--- src/rtl/div_unit.sv ---
// div_unit: multi-cycle signed divide / remainder unit.
//
// This unit sits beside the single-cycle ALU. It runs the R-type div
// (alu_control 4'b0100) and rem (alu_control 4'b0101) operations with
// unsigned restoring division on operand magnitudes, one quotient bit per
// clock, MSB first. A sign fix-up is applied to the result on the way into
// DONE. While busy is high the datapath stalls the PC and holds the
// register-file write.
//
// Optional build macro: DIV_FAST_SPECIAL_EN
//   defined   - divide-by-zero and overflow operands skip the iterations.
//               They leave CALC one edge after the accept, with the same
//               results as the full-length path.
//   undefined - every operation takes the full WIDTH+1 edge latency.
//
// Ports:
//   clk          rising-edge clock
//   rst          asynchronous, active-high reset
//   start        request a new operation; sampled only in IDLE
//   alu_control  4'b0100 = div, 4'b0101 = rem; other codes are ignored
//   a            dividend (rs1), two's complement
//   b            divisor  (rs2), two's complement
//   busy         high in CALC and DONE
//   done         one-cycle pulse; result is valid in this cycle
//   result       quotient (div) or remainder (rem); holds until the next DONE
module div_unit #(
  parameter int WIDTH = 32
) (
  input  logic             clk,
  input  logic             rst,
  input  logic             start,
  input  logic [3:0]       alu_control,
  input  logic [WIDTH-1:0] a,
  input  logic [WIDTH-1:0] b,
  output logic             busy,
  output logic             done,
  output logic [WIDTH-1:0] result
);

  localparam int CW = (WIDTH > 1) ? $clog2(WIDTH) : 1;
  localparam logic [3:0] OP_DIV = 4'b0100;
  localparam logic [3:0] OP_REM = 4'b0101;
  localparam logic [WIDTH-1:0] MIN_VAL = {1'b1, {(WIDTH-1){1'b0}}};

`ifdef DIV_FAST_SPECIAL_EN
  localparam bit FAST_EN = 1'b1;
`else
  localparam bit FAST_EN = 1'b0;
`endif

  typedef enum logic [1:0] {IDLE, CALC, DONE} state_t;

  state_t           state_q,    state_d;
  logic             is_rem_q,   is_rem_d;
  logic             sign_a_q,   sign_a_d;
  logic             neg_q,      neg_d;
  logic             div_zero_q, div_zero_d;
  logic             special_q,  special_d;
  logic             last_q,     last_d;
  logic [CW-1:0]    cnt_q,      cnt_d;
  logic [WIDTH-1:0] quo_q,      quo_d;     // |a| shifted out MSB first, quotient bits shifted in
  logic [WIDTH-1:0] rem_q,      rem_d;     // partial remainder (always < |b|)
  logic [WIDTH-1:0] dsr_q,      dsr_d;     // |b|
  logic [WIDTH-1:0] a_q,        a_d;       // original dividend, returned by rem-by-zero
  logic [WIDTH-1:0] result_q,   result_d;

  logic             accept;
  logic [WIDTH-1:0] abs_a, abs_b;
  logic [WIDTH:0]   shifted, trial;
  logic [WIDTH-1:0] quo_fix, rem_fix, special_res, final_res;

  always_comb begin
    accept = (state_q == IDLE) && start &&
             ((alu_control == OP_DIV) || (alu_control == OP_REM));

    // For the most negative value the negation wraps back to 2^(WIDTH-1),
    // which is exactly the right unsigned magnitude.
    abs_a = a[WIDTH-1] ? (~a + 1'b1) : a;
    abs_b = b[WIDTH-1] ? (~b + 1'b1) : b;

    // Shifted partial remainder is one bit wider than the divisor so the
    // trial subtraction's borrow shows up in the top bit.
    shifted = {rem_q, quo_q[WIDTH-1]};
    trial   = shifted - {1'b0, dsr_q};

    quo_fix = neg_q    ? (~quo_q + 1'b1) : quo_q;
    rem_fix = sign_a_q ? (~rem_q + 1'b1) : rem_q;

    if (div_zero_q)
      special_res = is_rem_q ? a_q : {WIDTH{1'b1}};
    else
      special_res = is_rem_q ? {WIDTH{1'b0}} : MIN_VAL;

    // Overflow is not overridden here: the magnitude arithmetic already
    // yields quotient 2^(WIDTH-1) and remainder 0.
    if (div_zero_q)
      final_res = special_res;
    else
      final_res = is_rem_q ? rem_fix : quo_fix;
  end

  always_comb begin
    state_d    = state_q;
    is_rem_d   = is_rem_q;
    sign_a_d   = sign_a_q;
    neg_d      = neg_q;
    div_zero_d = div_zero_q;
    special_d  = special_q;
    last_d     = last_q;
    cnt_d      = cnt_q;
    quo_d      = quo_q;
    rem_d      = rem_q;
    dsr_d      = dsr_q;
    a_d        = a_q;
    result_d   = result_q;

    case (state_q)
      IDLE: begin
        if (accept) begin
          state_d    = CALC;
          is_rem_d   = alu_control[0];
          sign_a_d   = a[WIDTH-1];
          neg_d      = a[WIDTH-1] ^ b[WIDTH-1];
          div_zero_d = (b == '0);
          special_d  = (b == '0) || ((a == MIN_VAL) && (b == {WIDTH{1'b1}}));
          last_d     = 1'b0;
          cnt_d      = CW'(WIDTH - 1);
          quo_d      = abs_a;
          rem_d      = '0;
          dsr_d      = abs_b;
          a_d        = a;
        end
      end

      CALC: begin
        if (FAST_EN && special_q) begin
          state_d  = DONE;
          result_d = special_res;
        end else if (last_q) begin
          // Extra cycle after the counter-0 iteration applies the sign fix.
          state_d  = DONE;
          result_d = final_res;
        end else begin
          if (trial[WIDTH]) begin
            rem_d = shifted[WIDTH-1:0];
            quo_d = {quo_q[WIDTH-2:0], 1'b0};
          end else begin
            rem_d = trial[WIDTH-1:0];
            quo_d = {quo_q[WIDTH-2:0], 1'b1};
          end
          if (cnt_q == '0)
            last_d = 1'b1;
          else
            cnt_d = cnt_q - 1'b1;
        end
      end

      DONE: begin
        state_d = IDLE;
      end

      default: begin
        state_d = IDLE;
      end
    endcase
  end

  always_ff @(posedge clk or posedge rst) begin
    if (rst) begin
      state_q    <= IDLE;
      is_rem_q   <= 1'b0;
      sign_a_q   <= 1'b0;
      neg_q      <= 1'b0;
      div_zero_q <= 1'b0;
      special_q  <= 1'b0;
      last_q     <= 1'b0;
      cnt_q      <= '0;
      quo_q      <= '0;
      rem_q      <= '0;
      dsr_q      <= '0;
      a_q        <= '0;
      result_q   <= '0;
    end else begin
      state_q    <= state_d;
      is_rem_q   <= is_rem_d;
      sign_a_q   <= sign_a_d;
      neg_q      <= neg_d;
      div_zero_q <= div_zero_d;
      special_q  <= special_d;
      last_q     <= last_d;
      cnt_q      <= cnt_d;
      quo_q      <= quo_d;
      rem_q      <= rem_d;
      dsr_q      <= dsr_d;
      a_q        <= a_d;
      result_q   <= result_d;
    end
  end

  assign busy   = (state_q != IDLE);
  assign done   = (state_q == DONE);
  assign result = result_q;

endmodule

--- config.mk ---
export PLATFORM = sky130hd
export DESIGN_NAME = div_unit
export DESIGN_NICKNAME = d
export VERILOG_FILES = /design/src/rtl/div_unit.sv
export SDC_FILE = /design/constraint.sdc
export NUM_CORES = 1
export LEC_CHECK = 0
export ABC_AREA = 1
export CAP_MARGIN = 15
export CELL_PAD_IN_SITES_DETAIL_PLACEMENT = 1
export CELL_PAD_IN_SITES_GLOBAL_PLACEMENT = 1
export CORE_MARGIN = 2
export CORE_UTILIZATION = 38
export CTS_BUF_LIST = sky130_fd_sc_hd__clkbuf_4 sky130_fd_sc_hd__clkbuf_8 sky130_fd_sc_hd__clkbuf_16
export DETAILED_ROUTE_END_ITERATION = 7
export PLACE_DENSITY_LB_ADDON = 0.1
export SETUP_SLACK_MARGIN = 0.2
export SLEW_MARGIN = 20
export SYNTH_ARGS = -nofsm -noshare
export SYNTH_HDL_FRONTEND = slang
export SYNTH_SLANG_ARGS = --single-unit
export TNS_END_PERCENT = 50
--- constraint.sdc ---
create_clock -name clk -period 7.7 [get_ports clk]
set_clock_uncertainty 0.2 [all_clocks]
set_input_delay 2.31 -clock clk [delete_from_list [all_inputs] [get_ports clk]]
set_output_delay 2.31 -clock clk [all_outputs]
set_load 0.03 [all_outputs]
==> run summary <==
===============================================================================================
Wire length per cell after detailed routing ......................................      19.4 µm
Setup crit start kind ............................................................ primary input
Gate count of the mapped netlist .................................................        2,275
Max stage delay cell, worst path .................................................        buf_4
Count of unique library cells instantiated by Yosys ..............................           44
Largest driver fanout on the critical path .......................................           64
Final max-slew violation count ...................................................            0
Cell family with the largest share of critical-path delay ........................ buffers and inverters
Count of filler cells inserted in the layout .....................................        4,895
DR vias/cell .....................................................................         5.42
Overall routing resource usage ...................................................        29.2%
IO Pins ..........................................................................          105
Outcome .......................................................................... complete, no violations
Highest metal layer with signal wires ............................................         met5
Pre-antenna DRT Iters ............................................................            5
Root buffer cell .................................................................    clkbuf_16
Number of buffers inserted by hold repair at cts .................................            0
Wire length of the first global-routing pass .....................................    86,300 µm
Cts repair resizes ...............................................................            0
Leakage ..........................................................................      8.23 nW
RSZ-0062 raised after global routing .............................................        false
Antenna diode instance count .....................................................            0
Pin count of the biggest net entering global routing .............................           80
Routed wl met3 ...................................................................      3540 µm
Total nets after synthesis .......................................................        2,385
Max incr delay on CP .............................................................      0.57 ns
Total die area ...................................................................   38,200 µm²
Data arrival at the endpoint of the critical path ................................      5.05 ns
Mean cell area of the mapped netlist .............................................     6.11 µm²
Startpoint of the tightest hold check path .......................................   result[22]
Cell depth of the worst flop-to-flop path ........................................           12
Routed wire length on met2 .......................................................    22,600 µm
Share of synthesized cell area in and, or, nand and nor gates ....................        40.1%
Synth Register Bits ..............................................................          171
Number of rows created at floorplan ..............................................           70
Clock tree from TritonCTS ........................................................         done
Multi-input logic area ...........................................................     8080 µm²
Initial core utilization .........................................................        38.3%
Highest clock rate ...............................................................    0.203 GHz
Post-layout power ................................................................      7.68 mW
Post-route DRC violation count ...................................................            0
Setup violations, final ..........................................................            0
Clock insertion delay at the later pin of the skew report ........................      0.46 ns
Synthesis Warnings ...............................................................            0
Sequential Area ..................................................................     4280 µm²
Area inside the core boundary ....................................................   36,300 µm²
TritonCTS buffer count ...........................................................           17
Layout cells sized above 1 .......................................................        3.45%
Max Cap Viol .....................................................................            0
Endpoint of the lowest-slack register-to-register path ...........................   result[10]
Setup CP Type ....................................................................    in -> reg
Proportion of synthesized chip area in sequential cells ..........................        30.8%
Combinational family with the most area after synthesis .......................... simple AND/OR/NAND/NOR gates
Synth Area in Compound Gates .....................................................        12.1%
Detail Route Antenna Nets ........................................................            0
Global route total overflow ......................................................            0
Setup slack after layout .........................................................      2.77 ns
DRC violation total after the first TritonRoute iteration ........................        1,238
Actual transition at the worst max-transition pin ................................     0.957 ns
Most common library cell in the layout ignoring fill and taps ....................      nand2_1
Worst IR Drop VDD ................................................................       176 µV
Vias in the first global route ...................................................       15,000
Proportion of synthesized area in mux cells ......................................           0%
Hold path endpoint ...............................................................   result[22]
Met1 layer wirelength in the final routing .......................................    27,800 µm
Worst slew margin ................................................................        36.1%
Number of H-tree levels ..........................................................            4
Pwr per Cell Area ................................................................   482 nW/µm²
CP endpoint kind .................................................................    flip-flop
Syn Std Cell Area ................................................................   13,900 µm²
Net count of the finished layout .................................................        2,445
Antenna violations before repair .................................................            2
# clock sinks ....................................................................          171
Chip Width .......................................................................       195 µm
Crit path time final .............................................................      4.93 ns
Global placement routability congestion ..........................................        0.925
Most frequent cells in the layout ................................................ 731 x nand2_1, 313 x inv_1, 289 x nand3_1, 178 x nor2_1, 171 x dfrtp_1
Setup TNS after final layout .....................................................         0 ns
Total detailed-routing wirelength ................................................    54,600 µm
Setup Slack @ Placement ..........................................................      2.32 ns
Clock input transition at the sequential cells of the worst setup and hold paths .      0.07 ns
Worst reg2reg startpoint .........................................................   state_q[0]
Synth-to-layout area growth ......................................................        14.6%
Slack of the worst reg-to-reg path ...............................................      4.30 ns
Final Hold Vio Count .............................................................            0
Number of I/O port buffers .......................................................          104
Required time of the worst setup path ............................................      7.82 ns
Number of buffers between clock root and the deepest sink ........................            2
Chain of cells forming the critical path ......................................... clkdlybuf4s50_1 > nor2_1 > nand4_1 > buf_4 > inv_1 > buf_4 > nor2_4 > buf_4 > inv_2 > o211ai_1 > o21ai_0
Hold path cells ..................................................................            2
CP bufs+invs .....................................................................            6
Tcrit/Tclk final .................................................................        64.0%
Post-synthesis share of cell area spent on xor and xnor gates ....................        2.27%
Number of vias in the routed layout ..............................................       15,300
Overall die height ...............................................................       195 µm
Crit-path most repeated cell .....................................................        buf_4
Adder and majority gate portion of the synthesized area ..........................        3.56%
Class of the most critical hold timing path ......................................   reg -> reg
End-of-flow core utilization .....................................................        43.9%
Post-CTS setup buffer count ......................................................            0
HPWL reported at the end of detailed placement ...................................    43,500 µm
===============================================================================================
-- how the worst max path moves through the flow --
stage | start | end | slack [ns] | cells past startpoint
global placement | alu_control[1] | quo_q[3] | 2.35 | 11
finish | alu_control[3] | quo_q[5] | 2.77 | 11
CTS | alu_control[3] | quo_q[5] | 2.80 | 11
global route | alu_control[3] | quo_q[5] | 2.51 | 11
detailed placement | alu_control[3] | quo_q[5] | 2.32 | 11
floorplan | rst | a_q[0] | 0.56 | 1
-- cell usage after synthesis, drive strengths merged --
cell | instances | area share [%]
xnor2 | 13 | 0.82
nor3 | 52 | 1.9
nand3b | 10 | 0.54
clkbuf | 57 | 1.5
a21oi | 86 | 3.2
o311ai | 4 | 0.25
clkinv | 2 | 0.054
o211ai | 12 | 0.65
o21bai | 5 | 0.27
nand2 | 739 | 20
o22ai | 1 | 0.045
buf | 26 | 0.94
and2 | 3 | 0.13
xor2 | 23 | 1.4
ha | 38 | 3.4
nor2 | 185 | 5.1
a2bb2oi | 1 | 0.063
a21o | 2 | 0.11
nand3 | 291 | 11
nand4 | 31 | 1.4
or2 | 1 | 0.045
o221ai | 3 | 0.19
a22oi | 3 | 0.16
a31oi | 5 | 0.22
dfrtp | 171 | 31
fa | 1 | 0.14
o31ai | 11 | 0.59
nor4 | 1 | 0.045
o21ai | 177 | 6.4
inv | 321 | 8.7
-- layer usage --
| layer | GRT usage, % | vias to the layer above |
|---|---|---|
| met5 | 0 | - |
| met4 | 5.54 | 2 |
| met3 | 4.23 | 36 |
| met2 | 42.8 | 398 |
| met1 | 45.4 | 7396 |
| li1 | - | 7430 |
-- per-stage QoR --
stage / area, µm² / hold WS, ns / cells
final: 15900 / 0.283 / 2815
after global routing: 15900 / 0.310 / 2815
after CTS: 15900 / 0.286 / 2815
after detailed placement: 15400 / 0.267 / 2784
after global placement: 15400 / 0.263 / 2784
after floorplan: 13900 / 0.248 / 2275
-- power by group --
part | internal, mW | total, mW | switching (mW) | leakage, nW
Clock | 0.488 | 0.896 | 0.408 | 0.288
Combinational | 1.57 | 5.02 | 3.45 | 5.81
Sequential | 1.33 | 1.76 | 0.434 | 2.13
Total | 3.38 | 7.68 | 4.29 | 8.23
-- state kept, by name, indices dropped and copies added (netlist names) --
signal and count:
dsr_q 32, quo_q 32, rem_q 32, result 32
a_q 31, cnt_q 5, state_q 2, div_zero_q 1
is_rem_q 1, last_q 1, neg_q 1, sign_a_q 1
-- worst min-delay path: stages, from the launching register on --
cell	delay (ns)
dfrtp_1	0.35
nand2_1	0.05
nand2_1	0.05
-- layout make-up --
cell class / count / share of cell area [%]
Sequential cell: 171 / 26.8
Clock buffer: 18 / 2.72
Multi-Input combinational cell: 1698 / 50.7
Tap cell: 468 / 3.67
Clock inverter: 13 / 0.965
Inverter: 323 / 7.64
Timing Repair Buffer: 124 / 7.47
-- logic make-up after synthesis --
family / after synthesis
AND/OR/NAND/NOR: 1313
buffers and inverters: 406
AO/OA/AOI/OAI: 310
adder cells (fa/ha/maj): 39
flip-flops: 171
XOR/XNOR: 36
Note: power is estimated with default switching activity, not from simulation.
